`src/rtl/mem_dump_ctrl.sv`:
```
// mem_dump_ctrl: once the CPU halts, or when a start request arrives, this
// block takes over the memory testbench port. It reads every word from
// START_ADDR to END_ADDR inclusive and streams each (address, data) pair on a
// one-deep valid/ready interface.
// Optional build macro MEM_DUMP_SKIP_ZERO_EN: words that read back as zero are
// not emitted. They are counted on skipped_cnt instead.
module mem_dump_ctrl #(
  parameter int                ADDR_W     = 16,
  parameter logic [ADDR_W-1:0] START_ADDR = 16'h0000,
  parameter logic [ADDR_W-1:0] END_ADDR   = 16'h3FFC,
  parameter int                STRIDE     = 4
) (
  input  logic              CLK,
  input  logic              RST,
  input  logic              halt,
  input  logic              start,
  input  logic              mem_wait,
  input  logic [31:0]       load,
  output logic              tbCTRL,
  output logic              REN,
  output logic [31:0]       addr,
  output logic              out_valid,
  input  logic              out_ready,
  output logic [ADDR_W-1:0] out_addr,
  output logic [31:0]       out_data,
  output logic              busy,
  output logic              done
`ifdef MEM_DUMP_SKIP_ZERO_EN
  ,
  output logic [ADDR_W-1:0] skipped_cnt
`endif
);

  localparam logic [ADDR_W-1:0] STEP = ADDR_W'(STRIDE);

  typedef enum logic [2:0] {
    IDLE,
    ARM,
    READ,
    HOLD,
    DONE
  } state_t;

  state_t            state;
  state_t            state_nxt;
  logic [ADDR_W-1:0] cur_addr;
  logic              halt_q;
  logic              trigger;
  logic              last_word;
  logic              skip_word;
  logic              do_arm;
  logic              do_capture;
  logic              do_accept;
  logic              do_advance;

  // A rising halt and a start pulse in the same cycle still make one trigger.
  assign trigger   = (halt & ~halt_q) | start;
  // The end-of-range check is made before the increment.
  // So a range ending at the top of the address space never wraps.
  assign last_word = (cur_addr == END_ADDR);
  assign addr      = {{(32-ADDR_W){1'b0}}, cur_addr};

`ifdef MEM_DUMP_SKIP_ZERO_EN
  assign skip_word = (load == 32'd0);
`else
  assign skip_word = 1'b0;
`endif

  // State register.
  always_ff @(posedge CLK or posedge RST) begin
    if (RST) state <= IDLE;
    else     state <= state_nxt;
  end

  // Next-state decode and memory-port / status outputs for each state.
  always_comb begin
    state_nxt  = state;
    do_arm     = 1'b0;
    do_capture = 1'b0;
    do_accept  = 1'b0;
    do_advance = 1'b0;
    tbCTRL     = 1'b0;
    REN        = 1'b0;
    busy       = 1'b0;
    done       = 1'b0;
    case (state)
      IDLE: begin
        if (trigger) begin
          do_arm    = 1'b1;
          state_nxt = ARM;
        end
      end
      ARM: begin
        tbCTRL    = 1'b1;
        busy      = 1'b1;
        state_nxt = READ;
      end
      READ: begin
        tbCTRL = 1'b1;
        REN    = 1'b1;
        busy   = 1'b1;
        if (!mem_wait) begin
          if (skip_word) begin
            if (last_word) state_nxt  = DONE;
            else           do_advance = 1'b1;
          end else begin
            do_capture = 1'b1;
            state_nxt  = HOLD;
          end
        end
      end
      HOLD: begin
        tbCTRL = 1'b1;
        busy   = 1'b1;
        if (out_valid && out_ready) begin
          do_accept = 1'b1;
          if (last_word) begin
            state_nxt = DONE;
          end else begin
            do_advance = 1'b1;
            state_nxt  = READ;
          end
        end
      end
      DONE: begin
        tbCTRL = 1'b1;
        done   = 1'b1;
        if (trigger) begin
          do_arm    = 1'b1;
          state_nxt = ARM;
        end else if (!halt) begin
          state_nxt = IDLE;
        end
      end
      default: state_nxt = IDLE;
    endcase
  end

  // Halt edge history, the address walk, and the one-deep output word buffer.
  always_ff @(posedge CLK or posedge RST) begin
    if (RST) begin
      halt_q    <= 1'b0;
      cur_addr  <= START_ADDR;
      out_valid <= 1'b0;
      out_addr  <= '0;
      out_data  <= 32'd0;
    end else begin
      halt_q <= halt;
      if (do_arm)          cur_addr <= START_ADDR;
      else if (do_advance) cur_addr <= cur_addr + STEP;
      if (do_capture) begin
        out_valid <= 1'b1;
        out_addr  <= cur_addr;
        out_data  <= load;
      end else if (do_accept) begin
        out_valid <= 1'b0;
      end
    end
  end

`ifdef MEM_DUMP_SKIP_ZERO_EN
  // Count zero words that were dropped. The count restarts with every dump.
  always_ff @(posedge CLK or posedge RST) begin
    if (RST)                                          skipped_cnt <= '0;
    else if (do_arm)                                  skipped_cnt <= '0;
    else if (state == READ && !mem_wait && skip_word) skipped_cnt <= skipped_cnt + 1'b1;
  end
`endif

endmodule

```
`config.mk`:
```
export PLATFORM = sky130hd
export DESIGN_NAME = mem_dump_ctrl
export DESIGN_NICKNAME = d
export VERILOG_FILES = /design/src/rtl/mem_dump_ctrl.sv
export SDC_FILE = /design/constraint.sdc
export NUM_CORES = 1
export LEC_CHECK = 0
export ABC_AREA = 1
export CORE_MARGIN = 2
export CORE_UTILIZATION = 43
export DETAILED_ROUTE_END_ITERATION = 8
export GPL_ROUTABILITY_DRIVEN = 0
export HOLD_SLACK_MARGIN = 0.08
export PLACE_DENSITY = 0.8
export SETUP_SLACK_MARGIN = 0.4
export SKIP_CTS_REPAIR_TIMING = 1
export SLEW_MARGIN = 20
export SYNTH_ARGS = -nofsm -noshare
export SYNTH_HDL_FRONTEND = slang
export SYNTH_SLANG_ARGS = --single-unit
```
`constraint.sdc`:
```
create_clock -name CLK -period 2.3 [get_ports CLK]
set_clock_uncertainty 0.05 [all_clocks]
set_input_delay 0.46 -clock CLK [delete_from_list [all_inputs] [get_ports CLK]]
set_output_delay 0.46 -clock CLK [all_outputs]
set_load 0.03 [all_outputs]
```
==> out/results.txt <==
Status -> finished, final reports clean
Critical path class -> flop to output port
Syn Area/Cell -> 10.22 µm²
Worst VDD drop -> 0.5346 mV
Final ANT Viol Nets -> 0
Core area -> 6832 µm²
Row cnt -> 30
Die Ht -> 88.14 µm
Synth top area share -> 0.5343
Vias per cell -> 4.650
Critical path buffers and inverters -> 1
Final HPWL DP -> 4.922 mm
Post-synth cell types -> 29
Pin count of the biggest net entering global routing -> 66
Nets -> 444
Post-synth EDFFs -> 0
Period utilization -> 0.9134
Layout cells sized above 1 -> 0.1634
Worst-path clk slew -> 70 ps
Worst path required time -> 1790 ps
Top_reg_cell synth -> dfrtp_1
Via count -> 2353
Drt first-iter violations -> 95
Vias in the first global route -> 2246
I/O pin count -> 123
Pwr Density -> 1220 nW/µm²
CP delay by family, top -> simple AND/OR/NAND/NOR gates
Worst Hold Class -> flop to flop
Critical path launch point type -> flop
Arrival time worst endpoint -> 1590 ps
Area leader, netlist -> dfrtp_1
Worst-Skew Late Latency -> 340 ps
Post-Synth Simple-Gate Area -> 0.1718
Area of the multi-input gates -> 1200 µm²
Clk root buf -> clkbuf_8
Mux cell area share after synthesis -> 0.1381
Max_cap viols -> 0
Critical path, cell by cell -> nor2_1 -> nor2_1 -> or2_2 -> dlymetal6s2s_1
Post-place setup slack -> 195.6 ps
Final min period -> 2101 ps
Num CTS Buffers -> 9
CTS tree -> built
Crit path max-delay cell type -> dfrtp_1
1st-pass router iterations -> 5
Register bit total from synthesis -> 65
Syn Inst Count -> 298
Final Routed Wirelength -> 7.005 mm
Layout area overhead -> 45.91%
Top post-synthesis cells by area -> dfrtp_1 53%, mux2_2 10%, nand2_1 7.9%, buf_4 4.9%, mux2_4 3.5%
Grt ovf -> 0
Post-synth ARST share -> 1.000
Fin. Hold Viols -> 0
Synth Area in XOR/XNOR -> 0.01439
Max Clk Rate -> 476.0 MHz
N_diodes -> 0
FILL cells -> 556
RSZ-0062 raised after global routing -> true
Remaining DRCs -> 0
Setup_tns -> 0 ps
DP Area -> 4106 µm²
Initial core utilization -> 0.4456
Largest stage delay, worst path -> 420 ps
Die width -> 88.14 µm
Clock Sinks -> 65
Post-synthesis compound-gate area fraction -> 0.03946
Worst path most repeated cell -> nor2_1
Post-route cell area -> 4442 µm²
Adder-cell share of the synthesized area -> 0.004110
Final Setup Violations -> 0
Overall Power -> 5.419 mW
Post-synthesis sequential area ratio -> 0.5343
Synth Cell Area -> 3044 µm²
Critical Path End Type -> output port
Final Max Slew Viols -> 0
Clock buffer depth -> 2
Htree depth -> 3
Port Buffers -> 102
Leakage -> 2.709 nW
Initial antenna violation count -> 0
Synth cell count leaders -> 65 x dfrtp_1, 64 x nand2_1, 28 x mux2_2
WL/cell -> 13.84 µm
Most common cell in the netlist -> dfrtp_1
Largest family of logic cells by synthesized area -> simple AND/OR/NAND/NOR gates
Max Fanout on Critical Path -> 4
Synth warn -> 0
Global-route wire length before repair -> 10.83 mm
Setup ws final -> 199.2 ps
Total track usage -> 0.1842
Die Area -> 7769 µm²
Reg area -> 1627 µm²
==> layout by cell type, fill, tap and decap left out, types with 16 or more instances in the layout <==
master / instances
clkdlybuf4s50_1: 48
conb_1: 20
dfrtp_1: 65
dlymetal6s2s_1: 53
inv_1: 19
mux2_2: 28
nand2_1: 64
nor2_1: 20
o21ai_0: 16
==> layer usage <==
metal | track usage | up-vias | wire length [µm]
met3 | 0.03864 | 8 | 503
li1 | - | 1150 | -
met4 | 0.08678 | 0 | 107
met5 | 0 | - | 0
met2 | 0.2893 | 92 | 3315
met1 | 0.2452 | 1103 | 3079
==> stage by stage <==
stage | hold slack (ps) | instances | util
finish | 427.3 | 506 | 0.6502
global route | 455.9 | 506 | 0.6502
CTS | 439.4 | 506 | 0.6315
detailed placement | 421.7 | 490 | 0.6011
global placement | 417.4 | 490 | 0.6011
floorplan | 441.4 | 317 | -
==> sequential cells by signal, summed over array words and instances (netlist names) <==
name       count
cur_addr      14
halt_q         1
out_addr      14
out_data      32
out_valid      1
state          3
==> report_power, final <==
group | switching (mW) | leakage (nW) | internal (mW)
clock network | 0.421 | 0.107 | 0.589
logic | 1.52 | 1.78 | 1.13
registers | 0.223 | 0.826 | 1.54
total | 2.16 | 2.71 | 3.26
==> kinds of logic (layout without fill, tap and decap cells) <==
family,count (synthesis),after routing
flops,65,65
mux,35,35
buf+inv,51,144
xor+xnor,5,5
other cells,1,20
fa+ha+maj,1,1
simple gates,117,117
compound gates,23,23
==> tightest hold or removal path: cells and delay by family, from the launching register on <==
kind            cells  cell delay [ps]
simple gates        1               50
compound gates      1               60
flops               1              330
==> layout make-up <==
cell class              count  share of cell area
flip-flops and latches     65              0.3662
inverters                  23             0.02056
clock inverters             2            0.007887
repair buffers            105              0.2693
clock buffers              14             0.03887
multi-input cells         201              0.2701
well taps                  96             0.02704
==> worst paths after layout <==
kind	startpoint	endpoint	slack (ps)	depth (start not counted)
max	state[0]$_DFFE_PP0P_	tbCTRL	200	4
min	out_addr[10]$_DFFE_PP0P_	out_addr[10]$_DFFE_PP0P_	430	2
max reg2reg	cur_addr[2]$_DFFE_PP0P_	cur_addr[13]$_DFFE_PP0P_	660	9
min reg2reg	out_addr[10]$_DFFE_PP0P_	out_addr[10]$_DFFE_PP0P_	430	2
max in group asynchronous	RST	cur_addr[4]$_DFFE_PP0P_	1400	3
min in group asynchronous	RST	out_data[16]$_DFFE_PP0P_	520	3
No activity file was read; power rests on OpenSTA's default activity.
